===== config.mk =====
export PLATFORM = sky130hd
export DESIGN_NAME = mcpu_ram_arbiter
export DESIGN_NICKNAME = d
export VERILOG_FILES = /design/src/rtl/mcpu_ram_arbiter.sv
export SDC_FILE = /design/constraint.sdc
export NUM_CORES = 1
export LEC_CHECK = 0
export ABC_CLOCK_PERIOD_IN_PS = 1600
export CELL_PAD_IN_SITES_DETAIL_PLACEMENT = 0
export CELL_PAD_IN_SITES_GLOBAL_PLACEMENT = 1
export CORE_MARGIN = 2
export CORE_UTILIZATION = 31
export CTS_BUF_LIST = sky130_fd_sc_hd__clkbuf_8
export DETAILED_ROUTE_END_ITERATION = 10
export HOLD_SLACK_MARGIN = 0.03
export PLACE_DENSITY_LB_ADDON = 0.1
export SLEW_MARGIN = 20
export SYNTH_ARGS = -nofsm -noshare
export SYNTH_HDL_FRONTEND = slang
export SYNTH_SLANG_ARGS = --single-unit

===== constraint.sdc =====
create_clock -name clk -period 1.6 [get_ports clk]
set_clock_uncertainty 0.05 [all_clocks]
set_input_delay 0.16 -clock clk [delete_from_list [all_inputs] [get_ports clk]]
set_output_delay 0.16 -clock clk [all_outputs]
set_load 0.02 [all_outputs]

===== src/rtl/mcpu_ram_arbiter.sv =====
// Two-requester round-robin arbiter in front of a single-port RAM data port.
// Each access runs IDLE (grant) -> ACCESS (RAM strobe) -> DONE (ack).
module mcpu_ram_arbiter #(
  parameter int WORD_SIZE  = 8,
  parameter int ADDR_WIDTH = 8
) (
  input  logic                  clk,
  input  logic                  reset,
  input  logic                  req0,
  input  logic                  we0,
  input  logic [ADDR_WIDTH-1:0] addr0,
  input  logic [WORD_SIZE-1:0]  wdata0,
  input  logic                  req1,
  input  logic                  we1,
  input  logic [ADDR_WIDTH-1:0] addr1,
  input  logic [WORD_SIZE-1:0]  wdata1,
  output logic                  gnt0,
  output logic                  gnt1,
  output logic                  ack0,
  output logic                  ack1,
  output logic [WORD_SIZE-1:0]  rdata0,
  output logic [WORD_SIZE-1:0]  rdata1,
  output logic                  ram_we,
  output logic                  ram_re,
  output logic [ADDR_WIDTH-1:0] ram_addr,
  output logic [WORD_SIZE-1:0]  ram_datawr,
  input  logic [WORD_SIZE-1:0]  ram_datard,
  output logic                  busy
);

  localparam logic [1:0] ST_IDLE   = 2'd0;
  localparam logic [1:0] ST_ACCESS = 2'd1;
  localparam logic [1:0] ST_DONE   = 2'd2;

  logic [1:0]            state_r;
  logic [1:0]            state_s;
  logic                  owner_r;
  logic                  we_r;
  logic [ADDR_WIDTH-1:0] addr_r;
  logic [WORD_SIZE-1:0]  wdata_r;
  logic                  last_r;
  logic [WORD_SIZE-1:0]  rdata0_r;
  logic [WORD_SIZE-1:0]  rdata1_r;
  logic                  ram_we_r;
  logic                  ram_re_r;
  logic                  ack0_r;
  logic                  ack1_r;
  logic                  busy_r;

  logic                  gnt_any_s;
  logic                  sel_owner_s;
  logic                  sel_we_s;
  logic [ADDR_WIDTH-1:0] sel_addr_s;
  logic [WORD_SIZE-1:0]  sel_wdata_s;

  // Next-state and arbitration; the grant is a same-cycle decision in IDLE.
  always_comb begin
    state_s     = state_r;
    gnt_any_s   = 1'b0;
    sel_owner_s = 1'b0;
    case (state_r)
      ST_IDLE: begin
        if (req0 && req1) begin
          // last_r names the previous owner; the other one wins the tie.
          gnt_any_s   = 1'b1;
          sel_owner_s = ~last_r;
          state_s     = ST_ACCESS;
        end else if (req0) begin
          gnt_any_s   = 1'b1;
          sel_owner_s = 1'b0;
          state_s     = ST_ACCESS;
        end else if (req1) begin
          gnt_any_s   = 1'b1;
          sel_owner_s = 1'b1;
          state_s     = ST_ACCESS;
        end else begin
          state_s     = ST_IDLE;
        end
      end
      ST_ACCESS: state_s = ST_DONE;
      ST_DONE:   state_s = ST_IDLE;
      default:   state_s = ST_IDLE;
    endcase
  end

  // Mux the winning requester's access attributes.
  always_comb begin
    if (sel_owner_s) begin
      sel_we_s    = we1;
      sel_addr_s  = addr1;
      sel_wdata_s = wdata1;
    end else begin
      sel_we_s    = we0;
      sel_addr_s  = addr0;
      sel_wdata_s = wdata0;
    end
  end

  // State, latched access, pre-decoded strobes and read-data capture.
  always_ff @(posedge clk) begin
    if (reset) begin
      state_r  <= ST_IDLE;
      owner_r  <= 1'b0;
      we_r     <= 1'b0;
      addr_r   <= {ADDR_WIDTH{1'b0}};
      wdata_r  <= {WORD_SIZE{1'b0}};
      last_r   <= 1'b1;
      rdata0_r <= {WORD_SIZE{1'b0}};
      rdata1_r <= {WORD_SIZE{1'b0}};
      ram_we_r <= 1'b0;
      ram_re_r <= 1'b0;
      ack0_r   <= 1'b0;
      ack1_r   <= 1'b0;
      busy_r   <= 1'b0;
    end else begin
      state_r <= state_s;
      if (gnt_any_s) begin
        owner_r <= sel_owner_s;
        we_r    <= sel_we_s;
        addr_r  <= sel_addr_s;
        wdata_r <= sel_wdata_s;
      end
      // Strobes are decoded one cycle early so they come straight from flops.
      ram_we_r <= gnt_any_s & sel_we_s;
      ram_re_r <= gnt_any_s & ~sel_we_s;
      ack0_r   <= (state_r == ST_ACCESS) & ~owner_r;
      ack1_r   <= (state_r == ST_ACCESS) & owner_r;
      busy_r   <= (state_s != ST_IDLE);
      if ((state_r == ST_ACCESS) && !we_r) begin
        if (owner_r) begin
          rdata1_r <= ram_datard;
        end else begin
          rdata0_r <= ram_datard;
        end
      end
      if (state_r == ST_DONE) begin
        last_r <= owner_r;
      end
    end
  end

  assign gnt0       = gnt_any_s & ~sel_owner_s;
  assign gnt1       = gnt_any_s & sel_owner_s;
  assign ack0       = ack0_r;
  assign ack1       = ack1_r;
  assign rdata0     = rdata0_r;
  assign rdata1     = rdata1_r;
  assign ram_we     = ram_we_r;
  assign ram_re     = ram_re_r;
  assign ram_addr   = addr_r;
  assign ram_datawr = wdata_r;
  assign busy       = busy_r;

endmodule


# Word level (Yosys, flattened, before mapping)
# Cells that the tools add are included.
[word_totals] register_bits=42 inputBits=46
[op_classes] n_reduce_logical=7 eq_ne=2 muxes=14 n_bitwise=10
[op_table] operator="$mux W8" n=2
[op_table] operator="$mux W1" n=11
[op_table] operator="$and A1 B1 Y1" n=6
[op_table] operator="$not A1 Y1" n=4
[op_table] operator="$pmux W2 S2" n=1
[op_table] operator="$reduce_and A2 Y1" n=2
[op_table] operator="$eq A2 B1 Y1 const B" n=1
[op_table] operator="$eq A2 B2 Y1 const B" n=1
[op_table] operator="$logic_and A1 B1 Y1" n=2
[op_table] operator="$logic_not A2 Y1" n=1
[op_table] operator="$reduce_bool A2 Y1" n=1
[op_table] operator="$logic_not A1 Y1" n=1

# Longest topological paths before layout
# Gate-level depths: netlist of the first run.
[depth] ltp_word=7 mapped_depth=6 depth_no_buf=3

# Least setup slack after synthesis of the first run
# OpenSTA, ideal clock, no wires.
[synth_path] kind="register to output" startpoint="register state_r[1]" endpoint="output gnt0" required_ns=1.390 stages_incl_launch_ff=5 slack_ns=0.096 t_arrival_ns=1.294 cell_sequence="dfxtp_1 a211o_2 buf_6 nor2_2 nor2_1"
[synth_via] elab_chain_len=4
[synth_rtl] element="start, declared" line="35" text="logic [1:0] state_r;"
[synth_rtl] element="start signal, assigned" line="116" text="state_r <= state_s;"
[synth_rtl] element="$logic_not A2 Y1 *" line="61" text="case (state_r)"
[synth_rtl] element="$mux W1" line="61"
[synth_rtl] element="$not A1 Y1" line="142" text="assign gnt0 = gnt_any_s & ~sel_owner_s;"
[synth_rtl] element="$and A1 B1 Y1 *" line="142"
[synth_rtl] element="end, declared" line="17" text="output logic gnt0,"
# Every way passes the cells marked *; elsewhere a longest branch is shown, timed or not.

# Final worst setup path of the first run
[layout_path] startpoint="input req0" endpoint="output gnt1"
[layout_via] elab_chain_len=4
[layout_rtl] element="start, declared" line="9" text="input logic req0,"
[layout_rtl] element="$mux W1 or $logic_and A1 B1 Y1 (tied branches)" line="68, 63"
[layout_rtl] element="$mux W1" line="63" text="if (req0 && req1) begin"
[layout_rtl] element="$mux W1" line="61"
[layout_rtl] element="$and A1 B1 Y1 *" line="143" text="assign gnt1 = gnt_any_s & sel_owner_s;"
[layout_rtl] element="end, declared" line="18" text="output logic gnt1,"
# Marks and branches as above.

==> results.md, run 1 <==
- Status: finished, final reports clean
- Diode count: 0
- Syn_nets: between 200 and 250
- CTS tree: yes
- Overall Power: 2.58 mW
- Clk_lat worst skew: 0.29 ns
- Pre-antenna DRT Iters: 4
- Worst Path Arrival: about 1.3 ns
- Total congestion overflow: 0
- Cell count of the worst reg-to-reg path: 6
- Port Buffers: 84
- Clock sink total: between 40 and 50
- Synthesized area: ~1900 um^2
- Yosys top cell by area: dfxtp_1
- Starting Density: 0.322
- Core area: 5920 um^2
- Clk root buf: clkbuf_8
- Final setup fails: 0
- Sequential area share after synthesis: 0.441
- Cell with the most instances after synthesis: dfxtp_1
- Critical-path cell list: clkdlybuf4s50_1 > a211o_2 > nor2_4 > clkdlybuf4s15_2
- Post-layout util: 0.493
- Ys Warns: 0
- Wire per inst: roughly 15 um
- Peak supply drop: between 0.0004 and 0.0005 V
- CP startpoint kind: primary input
- Htree depth: 2
- Worst rel slew slack: 0.827
- Row cnt: 28
- Max cap viols: 0
- WP data required: about 1.4 ns
- Part of the power in registers: 0.455
- Largest net degree at the start of global routing: 37
- Async SR Flop Fraction: 0
- Fin. Hold Viols: 0
- Worst setup path category: primary input to output port
- GRT Overall Usage: 0.161
- Post-synth EDFFs: 0
- Measured slew at the worst slew-check pin: 0.259 ns
- I/O pin count: 85
- DRT Wirelength: between 5 and 6 mm
- DR iter-0 viols: 38
- Total number of vias: ~1.8k
- HPWL after detailed placement: a little under 4 mm
- Fill cells: ~610
- Top FF cell, synth: dfxtp_1
- CP max stage delay: roughly 0.43 ns
- Worst path top cell family by delay: buffers and inverters
- First-pass GRT wire length: approximately 8.2 mm
- Synth cell types: 36
- Worst hold stages: 2
- Tcrit/Tclk final: 0.960
- Pwr Density: 885 nW/um^2
- Clock transition at path regs: 0.08 ns
- Initial antenna violation count: 0
- Ranking of synthesized cells by area: dfxtp_1 (44%), a311oi_2 (7.9%), a21oi_1 (6.6%)
- Clock Path Buffers: 2
- #FFs+latches synth: 42
- Post-Syn Instances: approximately 190
- Pleak: between 1 and 1.5 nW
- Clock power share: 0.251
- Layout Nets: around 330
- R2r startpoint: state_r[1]$_SDFF_PP0_
- Share of cells above drive strength 1: 0.168
- Fin. max-slew vios: 0
- Sw Pwr: ~0.78 mW
- RSZ-0062 raised after global routing: no
- Met3 wire length: 355 um
- DRC viols: 0
- Number of global-route vias before repair: approximately 1.7k
- Die Wd: 82.5 um
- Mean Syn Cell Area: 9.89 um^2
- DR top layer: met4
- CP bufs+invs: 2
- Type of destination of the critical path: output port
- Total CTS buffers: 5
- Max FO, Critical Path: 3
- FMAX: between 0.6 and 0.7 GHz
- Min-delay src: reset
- Top cells by instance count after synthesis: dfxtp_1 (42), a21oi_1 (25), nand2_1 (18), nand4_1 (17)
- Sw frac: 0.302
- Vias/cell: 4.91
- Comb power frac: 0.294
- Fin crit period: 1.54 ns
- Worst r2r dst: rdata1[6]$_SDFFE_PP0P_
- Met2 WL: roughly 2.7 mm
- Die Ht: slightly above 80 um
- Final GP Congestion: 0.734
- Crit-path slowest cell: clkdlybuf4s50_1
- Hold Path End: rdata1[1]$_SDFFE_PP0P_
- HP Class: primary input to register
- Synth top area share: 0.441
- Final ANT Viol Nets: 0
- Setup slack, reg-to-reg: between 0.1 and 0.15 ns
- Layout area overhead: 52.9%
- Hold buffer count at cts: 0
- Die area: 6800 um^2
- Routed length on met1: ~2.4 mm
- Pint: 1.80 mW
-- state kept, by name (all words and copies together), names as in the netlist --
| name | count |
|---|---|
| ack0 | 1 |
| ram_datawr | 8 |
| ack1 | 1 |
| rdata0 | 8 |
| ram_we | 1 |
| busy | 1 |
| state_r | 2 |
| owner_r | 1 |
| last_r | 1 |
| ram_addr | 8 |
| we_r | 1 |
| rdata1 | 8 |
| ram_re | 1 |
-- placed cells by master, fill, tap and decap left out, types with 2 or more instances in the layout --
cell	count
clkdlybuf4s50_1	81
dfxtp_1	41
a21oi_1	25
nand2_1	18
nand4_1	17
buf_4	17
nor2_1	11
o21ai_1	11
a311oi_2	10
mux2i_1	8
o21ai_0	7
a311oi_1	7
clkbuf_8	5
clkinv_2	3
nor2_4	2
nor2b_1	2
buf_2	2
buf_12	2
-- cells by family (layout without fill, tap and decap cells) --
group / count (synthesis) / in the layout / share of synthesized area
AOI/OAI and AO/OA: 65 / 65 / 0.247
muxes: 8 / 8 / 0.0420
and+or+nand+nor: 58 / 58 / 0.175
buffers and inverters: 20 / 112 / 0.0957
DFF: 42 / 42 / 0.441
-- layer usage --
layer  global-route usage  up-vias
met2                0.286       60
met1                0.183      802
met3               0.0457        6
met4               0.0567        0
li1                     -      901
met5                    0        -
-- power by group through the flow --
stage	logic (mW)	clock network, mW	registers (mW)
4_1_cts	0.762	0.670	1.17
3_5_place_dp	0.759	0	1.20
2_1_floorplan	0.330	0	1.28
3_3_place_gp	0.755	0	1.20
6_report	0.758	0.649	1.17
5_1_grt	0.813	0.723	1.18
-- through the flow --
step | instance area [um^2] | cells | TNS [ns] | hold WS [ns] | setup WS, ns
6_report | 2920 | 360 | 0 | 0.149 | 0.0645
5_1_grt | 2920 | 360 | 0 | 0.158 | 0.00106
4_1_cts | 2910 | 359 | 0 | 0.144 | 0.0158
3_5_place_dp | 2820 | 352 | -4.14 | 0.398 | -0.297
3_3_place_gp | 2820 | 352 | -3.80 | 0.394 | -0.277
2_1_floorplan | 1910 | 193 | 0 | 0.246 | 0.0958
-- cell type report --
cell class	count	area (um^2)	area share
clock buffers	5	68.8	0.0236
multi-input cells	131	893	0.306
repair buffers	103	1000	0.343
flip-flops and latches	42	842	0.289
inverters	2	8.76	0.00300
clock inverters	2	10.0	0.00343
well taps	75	93.8	0.0322
-- how the worst max path moves through the flow --
stage / from / endpoint / slack (ns) / depth (start not counted)
finish: req0 / gnt1 / 0.06 / 4
global route: state_r[1]$_SDFF_PP0_ / rdata1[2]$_SDFFE_PP0P_ / 0.001 / 6
CTS: state_r[1]$_SDFF_PP0_ / gnt0 / 0.02 / 4
detailed placement: req0 / gnt1 / -0.30 / 4
global placement: req0 / gnt1 / -0.28 / 4
floorplan: state_r[1]$_SDFF_PP0_ / gnt0 / 0.1 / 4
-- repair_timing --
item | in CTS | in global routing
resized for setup | 8 | 2
buffers inserted | 0 | 1
pin swaps | 0 | 1
endpoints found under the setup margin | 2 | 3
(Power assumes the default switching activity.)
==> run 2: changes to the inputs <==
--- a/config.mk
+++ b/config.mk
@@ -5,11 +5,11 @@
 export SDC_FILE = /design/constraint.sdc
 export NUM_CORES = 1
 export LEC_CHECK = 0
-export ABC_CLOCK_PERIOD_IN_PS = 1600
+export ABC_CLOCK_PERIOD_IN_PS = 1850
 export CELL_PAD_IN_SITES_DETAIL_PLACEMENT = 0
 export CELL_PAD_IN_SITES_GLOBAL_PLACEMENT = 1
 export CORE_MARGIN = 2
-export CORE_UTILIZATION = 31
+export CORE_UTILIZATION = 34
 export CTS_BUF_LIST = sky130_fd_sc_hd__clkbuf_8
 export DETAILED_ROUTE_END_ITERATION = 10
 export HOLD_SLACK_MARGIN = 0.03
==> constraint.sdc (replaced) <==
create_clock -name clk -period 1.85 [get_ports clk]
set_clock_uncertainty 0.05 [all_clocks]
set_input_delay 0.185 -clock clk [delete_from_list [all_inputs] [get_ports clk]]
set_output_delay 0.185 -clock clk [all_outputs]
set_load 0.02 [all_outputs]
==> results.md, run 2 (synthesized netlist as in run 1, its figures left out) <==
- WHS: 0.301 ns
- Post-Layout Cell Count: 352
- Clk root buf: clkbuf_8
- Row cnt: 27
- CP startpoint kind: register
- Max cap viols: 0
- Port Buffers: between 80 and 90
- Design area: roughly 2900 um^2
- Fill cells: ~570
- Worst Path Arrival: about 1.5 ns
- Postcts setup bufs: 0
- CTS tree: yes
- FMAX: around 0.56 GHz
- Vias/cell: around 5
- Fin crit period: between 1.5 and 2 ns
- Total CTS buffers: 5
- DR iter-0 viols: 31
- Pleak: ~1 nW
- Final ANT Viol Nets: 0
- Peak supply drop: between 0.0003 and 0.0004 V
- Core area: 5470 um^2
- Overall Power: ~2.3 mW
- Worst setup path category: register to output port
- Die Ht: around 79 um
- Final setup fails: 0
- Worst rel slew slack: 0.670
- Die Wd: around 80 um
- Layout area overhead: 49.4%
- HPWL after detailed placement: ~3.5 mm
- DRC viols: 0
- Clk_lat worst skew: between 0.2 and 0.3 ns
- Initial antenna violation count: 0
- Pint: about 1.6 mW
- First-pass GRT wire length: 8.08 mm
- Diode count: 0
- Clock power share: 0.275
- Fin. Hold Viols: 0
- Setup_tns: 0 ns
- Post-layout util: 0.521
- Starting Density: 0.349
- Die area: approximately 6200 um^2
- Placed cell area: 2760 um^2
- Total number of vias: between 1.5k and 2k
- Dpl cells: roughly 340
- Commonest non-fill, non-tap cell in the layout: clkdlybuf4s50_1
- Share of cells above drive strength 1: 0.139
- Clock transition at path regs: ~0.080 ns
- Status: finished, final reports clean
- RSZ-0062 raised after global routing: no
- WP data required: 1.62 ns
- Total congestion overflow: 0
- Fin. max-slew vios: 0
- HP Class: primary input to register
- I/O pin count: 85
- Number of global-route vias before repair: 1,704
- Largest net degree at the start of global routing: 24
- Commonest non-fill, non-tap cells in the layout: clkdlybuf4s50_1 (81), dfxtp_1 (42), a21oi_1 (25)
- Sw frac: 0.300
- Comb power frac: 0.275
- Final GP Congestion: about 0.69
- Type of destination of the critical path: output port
- Final worst slack: approximately 0.08 ns
- Pre-CTS WS: -0.137 ns
- Area occupied by multi-input gates: 885 um^2
- Clock sink total: 42
- Max FO, Critical Path: 7
- Pwr Density: ~800 nW/um^2
- Measured slew at the worst slew-check pin: just under 0.5 ns
- Tcrit/Tclk final: 0.958
- Pre-antenna DRT Iters: 4
- GRT Overall Usage: 0.167
- DRT Wirelength: 5.14 mm
- Sw Pwr: approximately 0.68 mW
- Part of the power in registers: 0.450
- Htree depth: 2
- Layout Nets: ~330
- FF/Latch Area: approximately 840 um^2
- Wire per inst: 14.6 um
- Clock Path Buffers: 2
## run 2: cell count changes in the layout (fill, tap and decap cells not counted), sizes merged
cell | previous run | this run
clkinv | 3 | 2
dlygate4sd2 | 0 | 2
buf | 21 | 14
clkdlybuf4s15 | 1 | 0
clkinvlp | 0 | 1
clkbuf | 5 | 6
## run 2: final timing paths
kind                           from                       end  slack (ns)  cells past startpoint
max           state_r[0]$_SDFF_PP0_                      gnt0        0.08                      4
min                           reset  ram_addr[3]$_SDFFE_PP0P_        0.30                      2
max reg2reg   state_r[1]$_SDFF_PP0_  ram_addr[5]$_SDFFE_PP0P_        0.23                      6
min reg2reg  rdata0[6]$_SDFFE_PP0P_    rdata0[6]$_SDFFE_PP0P_        0.41                      2
## run 2: cell type report
type,instances,area share
multi-input cells,131,0.310
clock buffers,6,0.0290
repair buffers,97,0.327
inverters,2,0.00307
flip-flops and latches,42,0.295
well taps,72,0.0316
clock inverters,2,0.00439
## run 2: worst max-delay path, stage by stage, from the launching register on
cell           delay, ns
dfxtp_1             0.39
a211o_2             0.31
nor2_2              0.14
nor2_1              0.07
dlygate4sd2_1       0.33
## run 2: power by group through the flow
stage	Clock, mW	Sequential [mW]	Combinational [mW]
after global routing	0.694	1.03	0.669
after global placement	0	1.04	0.626
after CTS	0.642	1.02	0.628
after floorplan	0	1.11	0.285
final	0.622	1.02	0.621
after detailed placement	0	1.04	0.630
## run 2: repair_timing
item,4_1_cts,5_1_grt
hold buffers,0,0
endpoints found under the setup margin,2,0
gates resized for setup,2,0
hold endpoints to repair,0,0
## run 2: routing by layer
| layer | global-route usage | wire [um] | up-vias |
|---|---|---|---|
| met2 | 0.277 | 2410 | 64 |
| met4 | 0.0586 | 89 | 0 |
| met5 | 0 | 0 | - |
| met1 | 0.200 | 2230 | 814 |
| li1 | - | - | 891 |
| met3 | 0.0591 | 407 | 10 |
==> run 3: changes to the inputs <==
--- a/config.mk
+++ b/config.mk
@@ -14,7 +14,6 @@
 export DETAILED_ROUTE_END_ITERATION = 10
 export HOLD_SLACK_MARGIN = 0.03
 export PLACE_DENSITY_LB_ADDON = 0.1
-export SLEW_MARGIN = 20
 export SYNTH_ARGS = -nofsm -noshare
 export SYNTH_HDL_FRONTEND = slang
 export SYNTH_SLANG_ARGS = --single-unit
==> results of run 3 <==
Same layout as run 2: the final DEF is identical, and so are final timing and power.
